==> src/rtl/sprite_pkg.sv <==
// Shared definitions for the 20x20, 3-bit-per-pixel sprite RAM.
// Used by the sprite read pipeline, the sprite RAM and the colour mapper.
// Optional feature macro: SPRITE_MIRROR_EN (horizontal mirroring).
package sprite_pkg;

  localparam int unsigned SPR_W   = 20;
  localparam int unsigned SPR_H   = 20;
  localparam int unsigned ADDR_W  = 10;
  localparam int unsigned PIX_W   = 3;
  localparam int unsigned COORD_W = 10;

  typedef logic [ADDR_W-1:0]  sprite_addr_t;
  typedef logic [PIX_W-1:0]   pixel_t;
  typedef logic [COORD_W-1:0] coord_t;

  // Colour index 0 lets the background show through.
  localparam pixel_t TRANSPARENT = '0;

  localparam logic [31:0] SPR_W_BITS = SPR_W;

  // row * SPR_W as a sum of shifted rows (for 20: row<<4 + row<<2),
  // avoiding a generic multiplier in the address path.
  function automatic sprite_addr_t row_base(input sprite_addr_t row);
    sprite_addr_t acc;
    acc = '0;
    for (int i = 0; i < ADDR_W; i++) begin
      if (SPR_W_BITS[i]) acc = acc + (row << i);
    end
    return acc;
  endfunction

endpackage

==> src/rtl/sprite_addr_calc.sv <==
// Combinational hit test and RAM address generation for one raster pixel.
// Optional feature macro: SPRITE_MIRROR_EN adds a horizontal mirror input.
module sprite_addr_calc
  import sprite_pkg::*;
(
  input  logic         pix_valid,
  input  coord_t       draw_x,
  input  coord_t       draw_y,
  input  coord_t       act_x,
  input  coord_t       act_y,
  input  logic         act_en,
`ifdef SPRITE_MIRROR_EN
  input  logic         mirror,
`endif
  output logic         in_box,
  output sprite_addr_t addr
);

  localparam coord_t       W_LIM   = coord_t'(SPR_W);
  localparam coord_t       H_LIM   = coord_t'(SPR_H);
  localparam sprite_addr_t COL_MAX = sprite_addr_t'(SPR_W - 1);

  // One extra bit makes the differences signed: the top bit set means the
  // raster is left of / above the sprite, so a sprite near x=1023 cannot
  // wrap around and hit on the left edge of the screen.
  logic [COORD_W:0] dx;
  logic [COORD_W:0] dy;
  logic             x_in;
  logic             y_in;
  sprite_addr_t     col;
  sprite_addr_t     row;

  // Offset into the sprite, box test, optional mirror, then row*W + column.
  always_comb begin
    dx     = {1'b0, draw_x} - {1'b0, act_x};
    dy     = {1'b0, draw_y} - {1'b0, act_y};
    x_in   = ~dx[COORD_W] && (dx[COORD_W-1:0] < W_LIM);
    y_in   = ~dy[COORD_W] && (dy[COORD_W-1:0] < H_LIM);
    in_box = pix_valid & act_en & x_in & y_in;
    row    = sprite_addr_t'(dy[COORD_W-1:0]);
    col    = sprite_addr_t'(dx[COORD_W-1:0]);
`ifdef SPRITE_MIRROR_EN
    if (mirror) col = COL_MAX - col;
`endif
    addr   = in_box ? (row_base(row) + col) : '0;
  end

endmodule

==> src/rtl/sprite_reader.sv <==
// Sprite read pipeline: double-buffered position, address generation,
// RAM latency alignment and final hit/colour output.
// Optional feature macro: SPRITE_MIRROR_EN adds the mirror_x input.
//
// Stream semantics: valid-only, no backpressure. pix_valid marks a real
// pixel in the cycle it is presented; out_valid marks the matching result
// exactly three cycles later. Bubbles travel through as out_valid=0.
module sprite_reader
  import sprite_pkg::*;
(
  input  logic         Clk,
  input  logic         Reset,
  input  logic         frame_start,
  input  logic         pos_load,
  input  coord_t       pos_x,
  input  coord_t       pos_y,
`ifdef SPRITE_MIRROR_EN
  input  logic         mirror_x,
`endif
  input  logic         pix_valid,
  input  coord_t       DrawX,
  input  coord_t       DrawY,
  output sprite_addr_t read_address,
  input  pixel_t       mem_data,
  output logic         out_valid,
  output logic         out_hit,
  output pixel_t       out_color
);

  coord_t       pend_x;
  coord_t       pend_y;
  logic         pend_en;
  coord_t       act_x;
  coord_t       act_y;
  logic         act_en;
`ifdef SPRITE_MIRROR_EN
  logic         pend_mir;
  logic         act_mir;
`endif

  logic         in_box;
  sprite_addr_t calc_addr;
  logic         v1;
  logic         b1;
  logic         v2;
  logic         b2;
  logic         hit_now;

  sprite_addr_calc u_calc (
    .pix_valid (pix_valid),
    .draw_x    (DrawX),
    .draw_y    (DrawY),
    .act_x     (act_x),
    .act_y     (act_y),
    .act_en    (act_en),
`ifdef SPRITE_MIRROR_EN
    .mirror    (act_mir),
`endif
    .in_box    (in_box),
    .addr      (calc_addr)
  );

  // Position double buffer: loads land in pending, frame_start publishes
  // them; a load coinciding with frame_start bypasses straight to active.
  always_ff @(posedge Clk) begin
    if (Reset) begin
      pend_x  <= '0;
      pend_y  <= '0;
      pend_en <= 1'b0;
      act_x   <= '0;
      act_y   <= '0;
      act_en  <= 1'b0;
    end else begin
      if (pos_load) begin
        pend_x  <= pos_x;
        pend_y  <= pos_y;
        pend_en <= 1'b1;
      end
      if (frame_start) begin
        act_x  <= pos_load ? pos_x : pend_x;
        act_y  <= pos_load ? pos_y : pend_y;
        act_en <= pos_load | pend_en;
      end
    end
  end

`ifdef SPRITE_MIRROR_EN
  // Mirror flag follows the same pending/active path as the position.
  always_ff @(posedge Clk) begin
    if (Reset) begin
      pend_mir <= 1'b0;
      act_mir  <= 1'b0;
    end else begin
      if (pos_load)    pend_mir <= mirror_x;
      if (frame_start) act_mir  <= pos_load ? mirror_x : pend_mir;
    end
  end
`endif

  // Stage 1: register the RAM address plus valid/in-box flags.
  always_ff @(posedge Clk) begin
    if (Reset) begin
      read_address <= '0;
      v1           <= 1'b0;
      b1           <= 1'b0;
    end else begin
      read_address <= calc_addr;
      v1           <= pix_valid;
      b1           <= in_box;
    end
  end

  // Stage 2: flags wait while the RAM performs its registered read.
  always_ff @(posedge Clk) begin
    if (Reset) begin
      v2 <= 1'b0;
      b2 <= 1'b0;
    end else begin
      v2 <= v1;
      b2 <= b1;
    end
  end

  // A pixel is drawn only inside the box and where the colour is opaque.
  always_comb begin
    hit_now = b2 && (mem_data != TRANSPARENT);
  end

  // Stage 3: aligned result for the colour mapper.
  always_ff @(posedge Clk) begin
    if (Reset) begin
      out_valid <= 1'b0;
      out_hit   <= 1'b0;
      out_color <= '0;
    end else begin
      out_valid <= v2;
      out_hit   <= hit_now;
      out_color <= hit_now ? mem_data : '0;
    end
  end

endmodule
==> config.mk <==
export PLATFORM = sky130hd
export DESIGN_NAME = sprite_reader
export DESIGN_NICKNAME = d
export VERILOG_FILES = /design/src/rtl/sprite_pkg.sv /design/src/rtl/sprite_addr_calc.sv /design/src/rtl/sprite_reader.sv
export SDC_FILE = /design/constraint.sdc
export NUM_CORES = 1
export LEC_CHECK = 0
export CORE_AREA = 3 3 94 96
export DETAILED_ROUTE_END_ITERATION = 6
export DIE_AREA = 0 0 97 99
export PLACE_DENSITY = 0.75
export SLEW_MARGIN = 20
export SYNTH_ARGS = -nofsm -noshare
export SYNTH_HDL_FRONTEND = slang
export SYNTH_SLANG_ARGS = --single-unit
==> constraint.sdc <==
create_clock -name Clk -period 10 [get_ports Clk]
set_input_delay 2 -clock Clk [delete_from_list [all_inputs] [get_ports Clk]]
set_output_delay 2 -clock Clk [all_outputs]
set_load 0.01 [all_outputs]
* Yosys cells after proc, flatten, opt, wreduce, memory -nomap -nowiden *
Index checks and enable logic that the tools add are counted.

operators by class
  $add $sub $neg = 4
  order comparisons = 2
  muxes and demuxes = 2
  bitwise logic cells = 8
  reduce and logical (&&, ||, !) cells = 6

operators with widths
  cell                                                          number
  subtractor 10 x 10 -> 11 bit                                  2
  adder 10 bit                                                  2
  less-than comparator 10 x 5 -> 1 bit (second input constant)  2
  2-to-1 mux 10 bit                                             2
  inverter 1 bit                                                4
  OR reduction 2 bit                                            2
  AND 1 bit                                                     3
  logical AND 1 bit                                             3
  nonzero test 3 bit                                            1
  bitwise OR 1 bit                                              1

storage, ports and cells
  register bits = 61
  logic and storage cells = 36

* Logic depth before layout (Yosys ltp) *
  word-level depth = 7
  gate-level depth with buffers = 16

* By module *
A second synthesis with hierarchy kept.

unflattened totals
  cells, all modules = 371
  area total of the unflattened synthesis = 3432.0 um^2

modules (own cells, without submodules)
  module            instances  cells each  area an instance (um^2)  seq. area each (um^2)
  sprite_reader     1          179         1968.1                   1221.2
  sprite_addr_calc  1          192         1463.9                   0.0

* Least setup slack after synthesis *
OpenSTA, ideal clock, no wires.

  path kind = input -> register
  start point = input DrawX[0]
  end point = register read_address[9]
  setup time = 0.089 ns
  arrival = 5.023 ns
  path slack = 4.888 ns
  cell stages on the path = 16
  cells stage by stage = inv_1 ha_1 fa_1 nor2b_1 o21ai_0 xnor2_1 fa_1 inv_1 fa_1 nor2b_1 nor3_1 o21bai_1 a21oi_1 xor2_1 xnor2_1 nor4_2

between the ends
  longest elaborated chain between the ends = 7
  elaborated cells between the ends (all ways) = 9
  classes of those cells = add/sub (2); order compare (1); bitwise (4); reduce/logical (2)

RTL lines
  element                                                                 RTL line                RTL
  from (decl)                                                             sprite_reader.sv:21     input coord_t DrawX,
  subtractor 10 x 10 -> 11 bit *                                          sprite_addr_calc.sv:35  dx = {1'b0, draw_x} - {1'b0, act_x};
  less-than comparator 10 x 5 -> 1 bit or inverter 1 bit (tied branches)  sprite_addr_calc.sv:37  x_in = ~dx[COORD_W] && (dx[COORD_W-1:0] < W_LIM);
  logical AND 1 bit                                                       sprite_addr_calc.sv:37
  AND 1 bit (2 in series)                                                 sprite_addr_calc.sv:39  in_box = pix_valid & act_en & x_in & y_in;
  inverter 1 bit (no line)                                                --
  OR reduction 2 bit (no line)                                            --
  to (signal assigned)                                                    sprite_reader.sv:107    read_address <= calc_addr;
  to (decl)                                                               sprite_reader.sv:23     output sprite_addr_t read_address,

Mark *: on every way between the ends. The rest lies on a longest branch, timed or not.
A chain may end at the register's enable or synchronous reset.

* Worst setup path in the final report *
Same ends and word-level chain as after synthesis.

==> impl_results.md <==
* Status: finished, final reports clean
* Cell Pwr Density at 180 nW/um2
* CP Data Arrival Time at 5860 ps
* Die H at 99 um
* Crit path capture type: flip-flop
* Crit-path cells: clkdlybuf4s50_1 > inv_1 > ha_1 > fa_1 > nor2b_1 > o211ai_1 > a21oi_1 > xnor2_1 > fa_1 > inv_1 > ha_1 > o21ai_0 > o21bai_1 > a21oi_1 > xor2_1 > xnor2_1 > nor4_2
* Area share of the largest cell type after synthesis at 35.4%
* Area Growth Syn to Fin at 26.8%
* Final setup margin at 4370 ps
* Tot Pwr at 0.000786 W
* IO Count at 63
* Post-Syn Area at 3450 um2
* Synthesized Nets at 457
* Cells after synthesis at 373
* Static leakage at 1.83 nW
* Final setup fails at 0
* Cell taking the most area after synthesis: dfxtp_1
* Met3 WL post-DR at 326 um
* Fillers at 737
* Minimum clock period after layout at 5630 ps
* Critical path's largest stage delay at 490 ps
* Hold-fix buffers, CTS at 0
* Setup TNS at 0 ps
* Mapped Avg Cell Area at 9.25 um2
* Drc violations at 0
* CTS Buffer Depth at 2
* Post-CTS Setup Bufs at 0
* Port Buffers at 62
* Initial detailed-routing violation count at 125
* # diodes at 0
* # H-tree levels at 3
* Crit Path Class: in2reg
* Clock-pin slew on the worst setup and hold paths at 60 ps
* Worst slew pin tran at 648 ps
* Routed wire length at 7010 um
* Fmax at 0.178 GHz
* DP HPWL at 5520 um
* Antenna viol nets, final at 0
* Vias per std cell at 5.08
* Ys async rst share at 0%
* Startpoint Class: primary input
* Register area share after synthesis at 35.4%
* WL met2 at 3300 um
* Worst-case clock skew at 11.1 ps
* Final hold violation count at 0
* Tcrit/Tclk final at 56.3%
* Wl on met1 at 3210 um
* Critical Path RT at 10230 ps
* Initial antenna violation count at 0
* Highest routing layer actually used: met4
* Most frequent cells after synthesis: dfxtp_1 (61), nor2_1 (54), inv_1 (37)
* # nets final at 518
* Ratio of cells with drive above 1 in the final layout at 7.53%
* RePlAce Congestion at 0.811
* Vias in the first global route at 2783
* Largest net degree at the start of global routing at 49
* Max-Cap Viols at 0
* CTS tree: yes
* Crit path max fanout at 4
* Tightest Hold Check Type: reg2reg
* EDFF count, synth at 0
* Count leader, synth: dfxtp_1
* Vias post-DR at 2757
* Gr ovfl total at 0
* Synthesized flop and latch total at 61
* CTS resizes at 0
* Row Count at 33
* Slew margin rel. at 56.7%
* VDD IR-drop max at 73.0 uV
* Placement Setup Slack at 4050 ps
* Placed Instances at 528
* Clk root buf: clkbuf_8
* Top cells by area, synth: dfxtp_1 (35%), ha_1 (10%), mux2i_1 (6.4%), nor2_1 (5.9%), fa_1 (4.6%)
* Unrepaired setup endpoints after global routing: false
* First-pass GRT wire length at 12200 um
* Final Slew Violations at 0
* DR pass1 iterations at 4
* Syn. warnings at 0
* Die width at 97 um
* Die ar. at 9600 um2
* Overall Global Routing Usage at 15.3%
* CTS sink count at 61
* Initial core utilization at 42.4%
* Synth unique cells at 53
* Worst-Skew Late Latency at 340 ps
* Core footprint at 8130 um2
* Post-synth top flop: dfxtp_1
* Final non-filler cell total at 543
* Wire per inst at 12.9 um
* Worst path slowest cell: fa_1
* TritonCTS buffer count at 9
cell type report:
| cell class | instances | area (um2) | share of cell area, % |
|---|---|---|---|
| multi-input cells | 259 | 2020 | 46.3 |
| flip-flops and latches | 61 | 1220 | 27.9 |
| repair buffers | 66 | 646 | 14.8 |
| clock buffers | 11 | 141 | 3.23 |
| inverters | 37 | 139 | 3.18 |
| well taps | 105 | 131 | 3.00 |
| clock inverters | 4 | 72.6 | 1.66 |
per-stage QoR:
| stage | hold slack [ps] | instance area, um2 | util [%] |
|---|---|---|---|
| CTS | 441 | 4380 | 53.8 |
| global route | 457 | 4370 | 53.8 |
| global placement | 417 | 4170 | 51.2 |
| finish | 434 | 4370 | 53.8 |
| floorplan | 414 | 3450 | - |
| detailed placement | 425 | 4170 | 51.2 |
layer usage:
layer,GRT usage [%],vias to the layer above
met5,0,-
met4,7.24,0
met3,3.40,15
met2,25.4,67
met1,18.9,1252
li1,-,1423
report_power, final:
part	total [W]	switching, W	internal, W
Clock	0.000240	0.0000946	0.000145
Sequential	0.000259	0.00000486	0.000254
Combinational	0.000286	0.000157	0.000129
cells in the final DEF, fill, tap and decap left out, types with 2 or more instances in the layout:
| cell | n |
|---|---|
| o31a_1 | 2 |
| xor2_1 | 9 |
| and2_1 | 3 |
| nand2_1 | 4 |
| buf_4 | 4 |
| nor2_1 | 54 |
| a21o_1 | 9 |
| o2111ai_1 | 2 |
| mux2i_1 | 22 |
| a211oi_1 | 21 |
| nor4_2 | 9 |
| or3b_1 | 2 |
| a22o_1 | 2 |
| or2_2 | 3 |
| and3_1 | 3 |
| o21ai_0 | 9 |
| ha_1 | 28 |
| fa_1 | 8 |
| clkdlybuf4s50_1 | 61 |
| inv_1 | 37 |
| bufinv_16 | 2 |
| a2111oi_0 | 2 |
| nor3_1 | 5 |
| dfxtp_1 | 61 |
| xnor2_1 | 8 |
| and4b_1 | 2 |
| nand2b_1 | 2 |
| a21oi_1 | 13 |
| clkbuf_8 | 10 |
| nor2b_1 | 10 |
| or3_1 | 4 |
flip-flops by register name (all words and copies together), names as in the netlist:
register and count:
act_x 10, act_y 10, pend_x 10, pend_y 10
read_address 10, out_color 3, act_en 1, b1 1
b2 1, out_hit 1, out_valid 1, pend_en 1
v1 1, v2 1
final timing paths:
| check | to | cells after the start | from | slack [ps] |
|---|---|---|---|---|
| min reg2reg | v2 | 1 | v1 | 430 |
| max reg2reg | read_address[9] | 15 | act_x[0] | 6200 |
| max | read_address[9] | 17 | DrawX[0] | 4370 |
| min | v2 | 1 | v1 | 430 |
cell families (layout without fill, tap and decap cells):
logic type | count (synthesis) | after routing | share of synthesized area, %
flip-flops | 61 | 61 | 35.4
AND/OR/NAND/NOR | 113 | 113 | 18.7
multiplexers | 22 | 22 | 6.38
AO/OA/AOI/OAI | 71 | 71 | 14.4
adder cells (fa/ha/maj) | 36 | 36 | 14.8
XOR/XNOR | 17 | 17 | 4.31
buffers and inverters | 53 | 118 | 5.98
worst max-delay path: cells and delay by family:
family / cells / cell delay, ps
AO/OA/AOI/OAI: 5 / 930
XOR/XNOR: 3 / 430
adder cells (fa/ha/maj): 4 / 1470
buffers and inverters: 3 / 540
AND/OR/NAND/NOR: 2 / 500
(Power assumes the default switching activity.)
